**config.mk**
```make
export PLATFORM = sky130hd
export DESIGN_NAME = forward_hazard_unit
export DESIGN_NICKNAME = d
export VERILOG_FILES = /design/src/rtl/forward_hazard_unit.sv
export SDC_FILE = /design/constraint.sdc
export NUM_CORES = 1
export LEC_CHECK = 0
export BUFFER_PORTS_ARGS = -buffer_cell sky130_fd_sc_hd__buf_2
export CAP_MARGIN = 30
export CELL_PAD_IN_SITES_DETAIL_PLACEMENT = 1
export CELL_PAD_IN_SITES_GLOBAL_PLACEMENT = 2
export CORE_MARGIN = 2
export CORE_UTILIZATION = 24
export DETAILED_ROUTE_END_ITERATION = 8
export PLACE_DENSITY = 0.82
export SYNTH_ARGS = -nofsm -noshare
export SYNTH_HDL_FRONTEND = slang
export SYNTH_SLANG_ARGS = --single-unit
```
**constraint.sdc**
```tcl
create_clock -name CLK -period 3.4 [get_ports CLK]
set_input_delay 0.68 -clock CLK [delete_from_list [all_inputs] [get_ports CLK]]
set_output_delay 0.68 -clock CLK [all_outputs]
set_load 0.005 [all_outputs]
```
**src/rtl/forward_hazard_unit.sv**
```systemverilog
// -----------------------------------------------------------------------------
// forward_hazard_unit
//
// Purpose: hazard detection, stall/flush control and operand-forward selection
// for a classic five-stage pipeline (IF/ID/EX/MEM/WB) with caches.
//
// Configuration macro: FORWARD_HAZARD_FORWARD_EN
//   defined   -> EX operands are forwarded from EX/MEM and MEM/WB; only a
//                load-use dependency costs a bubble.
//   undefined -> no forwarding (fwdA/fwdB always select the register file);
//                any RAW dependency on EX or MEM stalls ID. WB needs no stall
//                because the register file writes through to its read port.
//
// Ports:
//   CLK, RST                          clock, synchronous active-high reset
//   ifid_rs, ifid_rt                  source registers of the ID instruction
//   idex_rs, idex_rt                  source registers of the EX instruction
//   idex_wsel/regwen/dren             EX destination, write enable, load flag
//   exmem_wsel/regwen/dmemreq         MEM destination, write enable, dmem access
//   memwb_wsel/regwen/halt            WB destination, write enable, halt retiring
//   ihit, dhit                        instruction / data cache hit
//   pcsrc                             next-PC select from EX (0 = PC+4)
//   fwdA, fwdB                        operand selects (0 MEM/WB, 1 EX/MEM, 2 RF)
//   pc_en .. memwb_en                 stage advance enables
//   ifid_flush, idex_flush,
//   memwb_flush                       load a bubble into that latch
//   halted                            halt indication
//   stall_cnt                         saturating count of stalled (pc_en=0) cycles
// -----------------------------------------------------------------------------
module forward_hazard_unit (
    input  logic        CLK,
    input  logic        RST,
    input  logic [4:0]  ifid_rs,
    input  logic [4:0]  ifid_rt,
    input  logic [4:0]  idex_rs,
    input  logic [4:0]  idex_rt,
    input  logic [4:0]  idex_wsel,
    input  logic        idex_regwen,
    input  logic        idex_dren,
    input  logic [4:0]  exmem_wsel,
    input  logic        exmem_regwen,
    input  logic        exmem_dmemreq,
    input  logic [4:0]  memwb_wsel,
    input  logic        memwb_regwen,
    input  logic        memwb_halt,
    input  logic        ihit,
    input  logic        dhit,
    input  logic [1:0]  pcsrc,
    output logic [1:0]  fwdA,
    output logic [1:0]  fwdB,
    output logic        pc_en,
    output logic        ifid_en,
    output logic        idex_en,
    output logic        exmem_en,
    output logic        memwb_en,
    output logic        ifid_flush,
    output logic        idex_flush,
    output logic        memwb_flush,
    output logic        halted,
    output logic [15:0] stall_cnt
);

    localparam logic [1:0] FWD_OUT4 = 2'd0;   // MEM/WB value
    localparam logic [1:0] FWD_OUT3 = 2'd1;   // EX/MEM value
    localparam logic [1:0] FWD_RDAT = 2'd2;   // register file

    localparam logic [1:0] PC_ADD4  = 2'd0;

    typedef enum logic [1:0] {
        ST_RUN   = 2'd0,
        ST_DWAIT = 2'd1,
        ST_HALT  = 2'd2
    } state_t;

    state_t      r_state;
    state_t      w_state_next;
    logic [15:0] r_stall_cnt;

    logic        w_dmiss;
    logic        w_halt;
    logic        w_data_hazard;
    logic        w_count;
    logic [1:0]  w_fwd [2];

    assign w_dmiss = exmem_dmemreq & ~dhit;

    // Halt takes effect in the cycle memwb_halt is seen, not one cycle late,
    // so nothing behind the halting instruction slips through. While RST is
    // high the outputs behave as in RUN.
    assign w_halt = ~RST & ((r_state == ST_HALT) | memwb_halt);

    // ------------------------------------------------------------------
    // Data-dependency detection and operand forwarding
    // ------------------------------------------------------------------
`ifdef FORWARD_HAZARD_FORWARD_EN
    // With forwarding only a load in EX cannot supply its value in time.
    assign w_data_hazard = idex_dren & idex_regwen & (idex_wsel != 5'd0) &
                           ((idex_wsel == ifid_rs) | (idex_wsel == ifid_rt));

    // Operand 0 is rs (fwdA), operand 1 is rt (fwdB). EX/MEM holds the
    // younger result, so it wins over MEM/WB.
    for (genvar gi = 0; gi < 2; gi++) begin : g_fwd
        logic [4:0] w_src;
        assign w_src = (gi == 0) ? idex_rs : idex_rt;

        always_comb begin
            w_fwd[gi] = FWD_RDAT;
            if (exmem_regwen && (exmem_wsel != 5'd0) && (exmem_wsel == w_src)) begin
                w_fwd[gi] = FWD_OUT3;
            end else if (memwb_regwen && (memwb_wsel != 5'd0) && (memwb_wsel == w_src)) begin
                w_fwd[gi] = FWD_OUT4;
            end
        end
    end
`else
    // Without forwarding, ID waits until the producer has left MEM.
    logic [1:0] w_raw_hit;

    for (genvar gi = 0; gi < 2; gi++) begin : g_raw
        logic [4:0] w_dst;
        logic       w_wen;
        assign w_dst = (gi == 0) ? idex_wsel   : exmem_wsel;
        assign w_wen = (gi == 0) ? idex_regwen : exmem_regwen;
        assign w_raw_hit[gi] = w_wen & (w_dst != 5'd0) &
                               ((w_dst == ifid_rs) | (w_dst == ifid_rt));
    end

    assign w_data_hazard = |w_raw_hit;

    for (genvar gi = 0; gi < 2; gi++) begin : g_fwd
        assign w_fwd[gi] = FWD_RDAT;
    end

    logic w_unused;
    assign w_unused = &{1'b0, idex_rs, idex_rt, idex_dren, memwb_wsel, memwb_regwen};
`endif

    assign fwdA = w_fwd[0];
    assign fwdB = w_fwd[1];

    // ------------------------------------------------------------------
    // State register and stall counter
    // ------------------------------------------------------------------
    assign w_count = ~w_halt & ~pc_en & (r_stall_cnt != 16'hFFFF);

    always_ff @(posedge CLK) begin
        if (RST) begin
            r_state     <= ST_RUN;
            r_stall_cnt <= 16'd0;
        end else begin
            r_state <= w_state_next;
            if (w_count) begin
                r_stall_cnt <= r_stall_cnt + 16'd1;
            end
        end
    end

    assign stall_cnt = r_stall_cnt;
    assign halted    = w_halt;

    // ------------------------------------------------------------------
    // Next state and stage control, highest priority first
    // ------------------------------------------------------------------
    always_comb begin
        w_state_next = r_state;
        pc_en        = 1'b1;
        ifid_en      = 1'b1;
        idex_en      = 1'b1;
        exmem_en     = 1'b1;
        memwb_en     = 1'b1;
        ifid_flush   = 1'b0;
        idex_flush   = 1'b0;
        memwb_flush  = 1'b0;

        case (r_state)
            ST_RUN: begin
                if (memwb_halt)   w_state_next = ST_HALT;
                else if (w_dmiss) w_state_next = ST_DWAIT;
            end
            ST_DWAIT: begin
                if (memwb_halt)   w_state_next = ST_HALT;
                else if (dhit)    w_state_next = ST_RUN;
            end
            ST_HALT: begin
                w_state_next = ST_HALT;
            end
            default: begin
                w_state_next = ST_RUN;
            end
        endcase

        if (w_halt) begin
            pc_en    = 1'b0;
            ifid_en  = 1'b0;
            idex_en  = 1'b0;
            exmem_en = 1'b0;
            memwb_en = 1'b0;
        end else if (w_dmiss) begin
            // Freeze everything up to MEM; WB drains and receives a bubble
            // so the retiring instruction is not written twice.
            pc_en       = 1'b0;
            ifid_en     = 1'b0;
            idex_en     = 1'b0;
            exmem_en    = 1'b0;
            memwb_flush = 1'b1;
        end else if (pcsrc != PC_ADD4) begin
            // Squash the two wrong-path instructions behind the transfer.
            ifid_flush = 1'b1;
            idex_flush = 1'b1;
        end else if (w_data_hazard) begin
            // Hold PC and IF/ID; a bubble enters EX. The condition clears by
            // itself once the producer has advanced.
            pc_en      = 1'b0;
            ifid_en    = 1'b0;
            idex_flush = 1'b1;
        end else if (!ihit) begin
            pc_en      = 1'b0;
            ifid_flush = 1'b1;
        end
    end

endmodule
```
Word-level counts from Yosys, hierarchy flattened
Index checks and enable logic that the tools add are counted.
{"block": "totals", "register_bits": 18, "latchBits": 0, "ram_bits": 0, "mem_bits_ro": 0, "n_memories": 0}
{"block": "classes", "n_addsub": 1, "multipliers": 0, "div_mod_pow": 0, "n_lt_le_gt_ge": 0, "eq_ne": 9, "shift": 0, "n_mux": 28, "bitwise_logic": 15, "reduce_logical": 6}
{"operator": "2-to-1 mux 1 bit", "n": 23}
{"operator": "equality test 5 bit", "n": 4}
{"operator": "adder 16 x 1 -> 16 bit, second input constant", "n": 1}
{"operator": "!= test 16 bit, second input constant", "n": 1}
{"operator": "nonzero test 5 bit", "n": 2}
{"operator": "bitwise AND 1 bit", "n": 8}
{"operator": "2-to-1 mux 2 bit", "n": 4}
{"operator": "!= test 3 bit, second input constant", "n": 2}
{"operator": "one-hot mux 2 bit (3 select lines)", "n": 1}
{"operator": "inverter 1 bit", "n": 4}
{"operator": "OR 1 bit", "n": 3}
{"operator": "equality test 2 x 1 -> 1 bit, second input constant", "n": 1}
{"operator": "equality test 2 bit, second input constant", "n": 1}
{"operator": "zero test 2 bit", "n": 1}
{"operator": "AND reduction 2 bit", "n": 1}
{"operator": "nonzero test 2 bit", "n": 1}
{"operator": "OR reduction 2 bit", "n": 1}

Logic depth before layout (Yosys ltp)
{"block": "depth", "ltp_word": 11, "mapped_depth": 9, "mapped_depth_nobuf": 7}

Least setup slack after synthesis
Ideal clock, no wire load.
{"block": "synth_path", "path_type": "input-to-output", "from": "input port exmem_wsel[1]", "to": "output port pc_en", "arrival_time_ns": 1.970, "path_slack_ns": 0.750, "cell_stages": 7, "path_buffers": 1, "cell_sequence": "or4_4 > o21ai_2 > or2_2 > o32ai_2 > or2_1 > buf_6 > nor2_1"}
{"block": "synth_via", "elab_chain_len": 8, "elab_cells_between_ends": 11, "classes_between": "2 x eq/ne; 4 x mux; 3 x bitwise; 2 x reduce/logical"}
{"element": "from (decl)", "line": "40", "rtl": "input logic [4:0] exmem_wsel,"}
{"element": "equality test 5 bit / nonzero test 5 bit (equally long branches)", "line": "125, 124"}
{"element": "OR 1 bit / bitwise AND 1 bit (equally long branches)", "line": "125, 124"}
{"element": "bitwise AND 1 bit *", "line": "124", "rtl": "assign w_raw_hit[gi] = w_wen & (w_dst != 5'd0) &"}
{"element": "OR reduction 2 bit *", "line": "128", "rtl": "assign w_data_hazard = |w_raw_hit;"}
{"element": "2-to-1 mux 1 bit *", "line": "210", "rtl": "end else if (w_data_hazard) begin"}
{"element": "2-to-1 mux 1 bit *", "line": "206", "rtl": "end else if (pcsrc != PC_ADD4) begin"}
{"element": "2-to-1 mux 1 bit *", "line": "198", "rtl": "end else if (w_dmiss) begin"}
{"element": "2-to-1 mux 1 bit *", "line": "192", "rtl": "if (w_halt) begin"}
{"element": "to (decl)", "line": "51", "rtl": "output logic pc_en,"}
Mark *: on every way between the ends. The rest lies on a longest branch, timed or not.

Worst setup path after layout
Same ends and word-level chain as after synthesis.

==> out/metrics.yaml <==
rows: 26
drc: 0
yosysSeqAreaShare: 0.2743
drt-pass1-iter-count: 4
min_from: "r_state[0]"
crit_chain: "buf_2 -> or4_4 -> o21ai_2 -> or2_2 -> o32ai_2 -> or2_1 -> nor2_1 -> buf_2"
syn_to_final_growth_pct: 26.29
min_period_over_period: 0.8529
die_h_um: 77.99
cp_common_cell: "buf_2"
layout.nets: 265
p_per_area_mw_per_mm2: 284.7
netlist_top_cells_count: "22 x xor2_1, 18 x dfxtp_1, 16 x nor2_1"
die_w_um: 77.99
die_area_mm2: 0.006082
cp_slowest_cell: "or4_4"
avgSynthCellArea_um2: 7.962
core-area_mm2: 0.005205
fin_worst_skew_ps: 4.532
n_antenna_cell: 0
critical_path_class: "in -> out"
synth_area_leaders: "dfxtp_1 27%, xor2_1 15%, nor2_1 4.6%"
cp_num_cells: 8
cp_top_family: "simple AND/OR/NAND/NOR gates"
wirelength_um: 3576
irDropWorstVdd_uv: 155.9
clock_sinks: 18
synth-seq-cells: 18
cts_hold_buffers: 0
clockBufferDepth: 2
fmax_mhz: 344.8
gp_congestion: 0.7346
worstSkewPairLatency_ps: 260
dr_total_vias: 1348
grt_pass1_wl_um: 5913
synth_top_area_frac: 0.2743
drv_slew: 0
cts_tree: "done"
ios: 76
ctsResizeCount: 0
drt_iter0_markers: 52
min_path_type: "reg -> reg"
finalHoldViolations: 0
reg2reg_from: "stall_cnt[0]"
drv_cap: 0
post-cts-setup-buffers: 0
ys_warn_count: 0
fill_cells: 681
overflow: 0
io_buffer_count: 54
status: "completed"
dp_hpwl_um: 2888
synth_edf_count: 0
rr_endpoint: "stall_cnt[14]"
yosysTopAreaCell: "dfxtp_1"
antenna_left: 0
cts-root-buf: "clkbuf_8"
utilization: 0.3188
ys_async_sr_fraction: 0
path_clk_slew_ps: 70
critical_path_buf_inv_count: 2
place_ws_ps: 482.4
layout-drive-gt1-share: 0.3256
hold_end: "r_state[0]"
reg2reg_slack_ps: 1350
netlist-cell-type-count: 47
worst_slack_ps: 500.0
hold_depth: 1
track_usage: 0.1191
route.detailed.wl_per_inst_um: 12.55
cp_max_fo: 6
cp_slowest_stage_delay_ps: 540
start_util: 0.2524
cp-end-kind: "output port"
synth.most_common_cell: "xor2_1"
cp.required_ps: 2720
rsz0062_at_grt: "no"
avgViaCountPerCell: 4.730
cts_inserted_buffers: 3
fin_tns_setup_ps: 0
grt_max_degree: 22
period_needed_ps: 2900
htree_levels: 1
finalSetupViolations: 0
arrival_ps: 2220
worst_r2r_path_depth: 8
synthCells: 165
antenna_found_initial: 0
grt_pass1_vias: 1299
cp-start-kind: "input port"
netlist_area_mm2: 0.001314
total_power_uw: 472.3
synth-main-ff-cell: "dfxtp_1"
p_leak_nw: 0.7109
-- worst max path at each step --
| stage | startpoint | slack (ps) | to |
|---|---|---|---|
| finish | exmem_wsel[1] | 500 | pc_en |
| global route | exmem_wsel[1] | 360 | ifid_flush |
| CTS | exmem_wsel[1] | 480 | pc_en |
| detailed placement | exmem_wsel[1] | 480 | pc_en |
| global placement | exmem_wsel[1] | 490 | pc_en |
| floorplan | exmem_wsel[1] | 750 | pc_en |
-- placed cells by master, fill, tap and decap left out, types with 3 or more instances in the layout --
cell / instances
o21ai_0: 8
or4_1: 3
inv_1: 4
a21oi_1: 10
buf_2: 54
dfxtp_1: 18
or3_1: 6
clkbuf_8: 3
and3_1: 3
xor2_1: 22
nand2_1: 7
nor2b_1: 3
nand4_1: 4
nor2_1: 16
nand3_1: 8
nor3_1: 7
conb_1: 4
-- per-stage QoR --
step	cell area, um2	cells	hold WS, ps
after floorplan	1321	167	441.0
after global placement	1618	282	456.0
after detailed placement	1618	282	458.8
after CTS	1659	285	476.6
after global routing	1659	285	483.6
final	1659	285	467.8
-- worst reg2reg max path: stages (launching register included) --
cell and delay, ps:
dfxtp_1 350, ha_1 260, nand4_1 270, nor3_1 100, nor2_1 90, o21ai_1 60, buf_4 210, or4b_1 470
a21oi_1 170
-- power breakdown --
| part | internal (mW) | switching, mW | leakage, nW |
|---|---|---|---|
| combinational | 0.0465 | 0.0549 | 0.544 |
| sequential | 0.214 | 0.00333 | 0.146 |
| clock | 0.0789 | 0.0744 | 0.0216 |
| total | 0.340 | 0.133 | 0.711 |
-- metal layers --
| metal | share of wire | global-route usage | vias to the layer above |
|---|---|---|---|
| li1 | - | - | 679 |
| met1 | 0.41 | 0.1337 | 639 |
| met2 | 0.55 | 0.2336 | 26 |
| met3 | 0.036 | 0.01395 | 4 |
| met4 | 0.011 | 0.03158 | 0 |
| met5 | 0 | 0 | - |
-- logic make-up after synthesis --
kind of cell / count (synthesis) / synth area share
and+or+nand+nor: 70 / 0.2972
xor gates and xnor gates: 22 / 0.1467
other: 2 / 0.005716
muxes: 3 / 0.02762
buffers and inverters: 14 / 0.06380
DFF: 18 / 0.2743
adders and majority gates: 1 / 0.009522
AOI/OAI and AO/OA: 35 / 0.1752
-- registers in the layout, summed over array words and instances (netlist names) --
signal     flops
stall_cnt     16
r_state        2
-- final cells by class --
class / instances / area, um2 / area share
well taps: 70 / 87.58 / 0.05279
inverters: 4 / 15.01 / 0.009050
multi-input cells: 135 / 877.1 / 0.5287
repair buffers: 55 / 277.8 / 0.1674
flip-flops and latches: 18 / 360.3 / 0.2172
clock buffers: 3 / 41.29 / 0.02489
Power figures use the tool's default switching activity.
